File: src/rtl/exception_ctrl.sv
// ---------------------------------------------------------------------------
// exception_ctrl
//   Exception / interrupt controller for the single-cycle CPU. Latches rising
//   edges on three external exception sources, prioritises them against
//   SYSCALL, redirects the PC to a handler vector and returns to EPC on ERET.
//   Holds CP0-style STATUS / CAUSE / EPC registers behind a simple port.
//
//   Optional build macro: EXC_SYNC_EN
//     defined   : 2-flop synchroniser on each expSrc before edge detection
//                 (external events arrive two cycles later; SYSCALL unchanged)
//     undefined : expSrc sampled directly; inputs must already be synchronous
//
// Ports
//   clk, rst        rising-edge clock, asynchronous active-high reset
//   expSrc0..2      external exception sources (0 = highest priority)
//   is_syscall      current instruction is SYSCALL
//   is_eret         current instruction is ERET
//   pc_next         CPU's normal next PC, captured into EPC on a take
//   cp0_we/sel/wdata CP0 write port (0=STATUS 1=CAUSE 2=EPC 3=reserved)
//   cp0_rdata       CP0 read data, combinational on cp0_sel
//   exc_take        exception taken this cycle, PC <= redirect_pc
//   eret_take       ERET accepted this cycle, PC <= redirect_pc
//   redirect_pc     handler vector or EPC, 0 when no take is active
//   epc             EPC register
//   in_service      handler active (STATUS.EXL)
//   double_fault    sticky: SYSCALL seen while in service
// ---------------------------------------------------------------------------
module exception_ctrl #(
  parameter logic [31:0] VEC_BASE = 32'h0000_0800,
  parameter logic [4:0]  CODE_SYS = 5'd8
) (
  input  logic        clk,
  input  logic        rst,
  input  logic        expSrc0,
  input  logic        expSrc1,
  input  logic        expSrc2,
  input  logic        is_syscall,
  input  logic        is_eret,
  input  logic [31:0] pc_next,
  input  logic        cp0_we,
  input  logic [1:0]  cp0_sel,
  input  logic [31:0] cp0_wdata,
  output logic [31:0] cp0_rdata,
  output logic        exc_take,
  output logic        eret_take,
  output logic [31:0] redirect_pc,
  output logic [31:0] epc,
  output logic        in_service,
  output logic        double_fault
);

  typedef enum logic {S_IDLE = 1'b0, S_SERVICE = 1'b1} state_t;

  state_t      r_state;
  state_t      w_state_nxt;

  logic [2:0]  w_src;
  logic [2:0]  r_prev;
  logic [2:0]  r_pending;
  logic [3:0]  r_status;      // [0] IE, [3:1] mask for src2..src0
  logic [4:0]  r_exccode;
  logic [31:0] r_epc;
  logic        r_dfault;

  logic [2:0]  w_rise;
  logic [2:0]  w_req;
  logic [2:0]  w_win_oh;
  logic [2:0]  w_clr;
  logic [4:0]  w_exc_code;
  logic        w_exc_take;
  logic        w_eret_take;
  logic        w_sys_take;
  logic        w_ext_take;
  logic        w_exl;

  // Lowest-index requesting source wins; result is one-hot (or zero).
  function automatic logic [2:0] pick_lowest(input logic [2:0] req);
    logic [2:0] oh;
    oh = 3'b000;
    if (req[0])      oh = 3'b001;
    else if (req[1]) oh = 3'b010;
    else if (req[2]) oh = 3'b100;
    return oh;
  endfunction

  // External sources use ExcCode 1/2/3 for src0/1/2.
  function automatic logic [4:0] ext_code(input logic [2:0] oh);
    logic [4:0] c;
    c = 5'd0;
    if (oh[0])      c = 5'd1;
    else if (oh[1]) c = 5'd2;
    else if (oh[2]) c = 5'd3;
    return c;
  endfunction

`ifdef EXC_SYNC_EN
  logic [2:0] r_sync1;
  logic [2:0] r_sync2;

  always_ff @(posedge clk or posedge rst) begin
    if (rst) begin
      r_sync1 <= 3'b000;
      r_sync2 <= 3'b000;
    end else begin
      r_sync1 <= {expSrc2, expSrc1, expSrc0};
      r_sync2 <= r_sync1;
    end
  end

  assign w_src = r_sync2;
`else
  assign w_src = {expSrc2, expSrc1, expSrc0};
`endif

  assign w_exl    = (r_state == S_SERVICE);
  assign w_rise   = w_src & ~r_prev;
  assign w_req    = r_pending & r_status[3:1];
  assign w_win_oh = pick_lowest(w_req);

  // Take decision: SYSCALL bypasses IE and mask; nothing is taken in SERVICE.
  always_comb begin
    w_state_nxt = r_state;
    w_exc_take  = 1'b0;
    w_eret_take = 1'b0;
    w_sys_take  = 1'b0;
    w_ext_take  = 1'b0;
    if (r_state == S_IDLE) begin
      if (is_syscall) begin
        w_sys_take = 1'b1;
        w_exc_take = 1'b1;
      end else if (r_status[0] && (|w_req)) begin
        w_ext_take = 1'b1;
        w_exc_take = 1'b1;
      end
      if (w_exc_take) w_state_nxt = S_SERVICE;
    end else begin
      if (is_eret) begin
        w_eret_take = 1'b1;
        w_state_nxt = S_IDLE;
      end
    end
  end

  assign w_exc_code = w_sys_take ? CODE_SYS : ext_code(w_win_oh);
  // A SYSCALL take leaves external pending bits untouched.
  assign w_clr      = w_ext_take ? w_win_oh : 3'b000;

  always_comb begin
    redirect_pc = 32'h0;
    if (w_exc_take)       redirect_pc = VEC_BASE + {23'h0, w_exc_code, 4'h0};
    else if (w_eret_take) redirect_pc = r_epc;
  end

  always_ff @(posedge clk or posedge rst) begin
    if (rst) r_state <= S_IDLE;
    else     r_state <= w_state_nxt;
  end

  // Edge capture: a new rising edge on the winner at its take edge re-sets it.
  always_ff @(posedge clk or posedge rst) begin
    if (rst) begin
      r_prev    <= 3'b000;
      r_pending <= 3'b000;
    end else begin
      r_prev    <= w_src;
      r_pending <= (r_pending & ~w_clr) | w_rise;
    end
  end

  // CP0 registers: hardware EPC capture beats a software EPC write.
  always_ff @(posedge clk or posedge rst) begin
    if (rst) begin
      r_status  <= 4'hF;
      r_exccode <= 5'd0;
      r_epc     <= 32'h0;
      r_dfault  <= 1'b0;
    end else begin
      if (cp0_we && (cp0_sel == 2'd0)) r_status <= cp0_wdata[3:0];
      if (w_exc_take) begin
        r_exccode <= w_exc_code;
        r_epc     <= pc_next;
      end else if (cp0_we && (cp0_sel == 2'd2)) begin
        r_epc     <= cp0_wdata;
      end
      if (w_exl && is_syscall) r_dfault <= 1'b1;
    end
  end

  always_comb begin
    cp0_rdata = 32'h0;
    case (cp0_sel)
      2'd0:    cp0_rdata = {27'h0, w_exl, r_status};
      2'd1:    cp0_rdata = {21'h0, r_pending, 1'b0, r_exccode, 2'b00};
      2'd2:    cp0_rdata = r_epc;
      default: cp0_rdata = 32'h0;
    endcase
  end

  assign exc_take     = w_exc_take;
  assign eret_take    = w_eret_take;
  assign epc          = r_epc;
  assign in_service   = w_exl;
  assign double_fault = r_dfault;

endmodule

File: config.mk
export PLATFORM = sky130hd
export DESIGN_NAME = exception_ctrl
export DESIGN_NICKNAME = d
export VERILOG_FILES = /design/src/rtl/exception_ctrl.sv
export SDC_FILE = /design/constraint.sdc
export NUM_CORES = 1
export LEC_CHECK = 0
export ABC_AREA = 1
export CAP_MARGIN = 40
export CORE_MARGIN = 3
export CORE_UTILIZATION = 40
export CTS_CLUSTER_DIAMETER = 30
export DETAILED_ROUTE_END_ITERATION = 8
export PLACE_DENSITY = 0.78
export SETUP_SLACK_MARGIN = 0.3
export SYNTH_ARGS = -nofsm -noshare
export SYNTH_HDL_FRONTEND = slang
export SYNTH_SLANG_ARGS = --single-unit
File: constraint.sdc
create_clock -name clk -period 3.15 [get_ports clk]
set_input_delay 0.7875 -clock clk [delete_from_list [all_inputs] [get_ports clk]]
set_output_delay 0.7875 -clock clk [all_outputs]
set_load 0.005 [all_outputs]
==> impl_metrics.env <==
export IMPL_die_area_um2=9194
export IMPL_r2r_start="r_pending[0]$_DFF_PP0_"
export IMPL_place_ws_ps=-73.47
export IMPL_worstSetupPathDepth=6
export IMPL_worstPathCellList="dlygate4sd2_1, inv_2, nand2_4, buf_12, nor2_1, clkdlybuf4s50_1"
export IMPL_r2r_setup_slack_ps=1240
export IMPL_cts_root_buf="clkbuf_8"
export IMPL_antenna_cells=0
export IMPL_numClockSinks=47
export IMPL_ff_latch_area_um2=1181
export IMPL_wire_per_inst_um=14.92
export IMPL_ys_ff_latch=47
export IMPL_reg2reg_depth=8
export IMPL_endpoint="cp0_rdata[28]"
export IMPL_synthesis_nets=541
export IMPL_ios=174
export IMPL_r2r_end="epc[27]$_DFFE_PP0P_"
export IMPL_start_kind="input port"
export IMPL_p_leak_nw=3.064
export IMPL_dp_hpwl_mm=8.294
export IMPL_slew_headroom=0.5878
export IMPL_numCtsBuffers=5
export IMPL_path_clk_slew_ps=80
export IMPL_worstMarginPinSlew_ps=618.3
export IMPL_final_antenna_net_count=0
export IMPL_grt_pass1_vias=3370
export IMPL_worstHoldPathType="reg -> reg"
export IMPL_track_usage=0.2314
export IMPL_cp_required_ps=2360
export IMPL_antenna_found_initial=0
export IMPL_critPathLaunch="cp0_sel[0]"
export IMPL_powerDensity_nw_per_um2=744.4
export IMPL_core_um2=7767
export IMPL_rows=32
export IMPL_grt_pass1_wl_mm=16.57
export IMPL_io_buffers=173
export IMPL_start_util=0.4161
export IMPL_dpl_cell_count=730
export IMPL_utilization=0.6828
export IMPL_setup_slack_ps=345.7
export IMPL_final_cells=742
export IMPL_max_cap_viol_count=0
export IMPL_multi_input_area_um2=1569
export IMPL_cp_top_family="buffers and inverters"
export IMPL_cp_slowest_cell="clkdlybuf4s50_1"
export IMPL_postSynthCellCount=467
export IMPL_syn_area_um2=3232
export IMPL_first_iter_violations=101
export IMPL_hold_buffers=0
export IMPL_fin_crit_sh=0.8903
export IMPL_yosys_warnings=0
export IMPL_cts_tree="yes"
export IMPL_clockBufferDepth=2
export IMPL_finalSetupViolCount=0
export IMPL_area_delta_synth_final_pct=64.11
export IMPL_nNetsFinal=713
export IMPL_vias_per_cell=4.805
export IMPL_place_area_um2=5026
export IMPL_ir_drop_v=0.0003593
export IMPL_n_fill_cell=665
export IMPL_skew_ps=9.273
export IMPL_ys_types=25
export IMPL_path_buf_inv=4
export IMPL_avgSynthCellArea_um2=6.920
export IMPL_route_vias_total=3565
export IMPL_grt_max_degree=52
export IMPL_routabilityCongestion=0.9131
export IMPL_die_width_um=95.89
export IMPL_ys_seq_area_frac=0.3655
export IMPL_cpPeakStageDelay_ps=500
export IMPL_period_minus_slack_ps=2804
export IMPL_drive_gt1_frac=0.1281
export IMPL_criticalPathCategory="in -> out"
export IMPL_cp_max_fo=19
export IMPL_cts_htree_levels=2
export IMPL_drcViolationCount=0
export IMPL_die_height_um=95.89
export IMPL_slew_violations=0
export IMPL_rsz0062_at_grt="no"
export IMPL_wirelength_mm=11.07
export IMPL_fin_area_um2=5304
export IMPL_status="finished clean"
export IMPL_cp_end_kind="primary output"
export IMPL_fmax_ghz=0.3566
export IMPL_hold_viol_final=0
export IMPL_first_pass_iters=5
export IMPL_clock_latency_ps=290
export IMPL_cp_arrival_ps=2020
export IMPL_grt_overflow=0
## sequential cells by signal, indices dropped and copies added (netlist names)
name / flops
epc: 32
r_status: 4
r_exccode: 3
r_pending: 3
r_prev: 3
double_fault: 1
in_service: 1
## synthesized netlist by cell type, drive strengths merged
master / n / area, µm²
inv: 83 / 314.1
mux2: 1 / 11.26
clkbuf: 3 / 11.26
nand4: 35 / 219.0
o21ai: 12 / 60.05
buf: 26 / 193.9
dfstp: 4 / 105.1
o22ai: 3 / 18.77
nand2: 152 / 628.1
a21oi: 4 / 20.02
o21bai: 1 / 7.510
dfrtp: 43 / 1076
nand3: 39 / 320.3
o221ai: 2 / 17.52
nor2: 59 / 229.0
## how the worst min path moves through the flow
stage                   startpoint                     end  slack [ps]  cells after the start
2_1_floorplan  r_prev[2]$_DFF_PP0_  r_pending[2]$_DFF_PP0_         400                      1
6_report       r_prev[2]$_DFF_PP0_  r_pending[2]$_DFF_PP0_         420                      1
5_1_grt        r_prev[2]$_DFF_PP0_  r_pending[2]$_DFF_PP0_         460                      1
3_3_place_gp   r_prev[2]$_DFF_PP0_  r_pending[2]$_DFF_PP0_         400                      1
3_5_place_dp   r_prev[2]$_DFF_PP0_  r_pending[2]$_DFF_PP0_         410                      1
4_1_cts        r_prev[2]$_DFF_PP0_  r_pending[2]$_DFF_PP0_         420                      1
## cell usage in the layout (no fill, tap or decap), types with 7 or more instances in the layout
master,count
buf_4,14
clkbuf_8,7
clkdlybuf4s50_1,139
dfrtp_1,43
dlygate4sd2_1,10
dlymetal6s2s_1,23
inv_1,78
nand2_1,133
nand2_2,14
nand3_1,17
nand3_2,20
nand4_1,35
nor2_1,56
o21ai_1,9
## layout make-up
| type | instances | share of cell area |
|---|---|---|
| Timing Repair Buffer | 194 | 0.3793 |
| Multi-Input combinational cell | 308 | 0.2958 |
| Sequential cell | 47 | 0.2227 |
| Inverter | 83 | 0.05921 |
| Tap cell | 102 | 0.02406 |
| Clock buffer | 8 | 0.01887 |
## per-stage QoR
step | power, mW | setup TNS (ps) | hold slack, ps
after floorplan | 2.287 | 0 | 399.6
after CTS | 3.940 | 0 | 423.9
final | 3.948 | 0 | 420.5
after detailed placement | 3.506 | -299.4 | 412.3
after global placement | 3.439 | 0 | 403.4
after global routing | 4.279 | 0 | 458.3
## report_power, final
part           internal, mW  switching, mW  leakage (nW)
combinational          1.28           1.18          2.48
clock                 0.200          0.186        0.0515
sequential            0.874          0.229         0.532
## what timing repair did
action                                  in CTS  in global routing
resized for setup                           24                 30
buffers inserted                             0                  2
endpoints found under the setup margin      65                 25
gates cloned                                 1                  1
pin swaps                                    0                  2
## kinds of logic (layout without fill, tap and decap cells)
logic type,Yosys count,count (layout),share of synthesized area
AND/OR/NAND/NOR,285,285,0.4321
buffers and inverters,112,285,0.1607
flip-flops,47,47,0.3655
multiplexers,1,1,0.003484
AO/OA/AOI/OAI,22,22,0.03833
## layer usage
metal	vias to the layer above	GRT usage	part of all wire	wire, µm
met2	134	0.4256	0.53	5827
met1	1631	0.2809	0.40	4456
met4	0	0.05924	0.017	192
met5	-	0	0	0
met3	14	0.03440	0.054	595
li1	1786	-	-	-
Power figures use the tool's default switching activity.
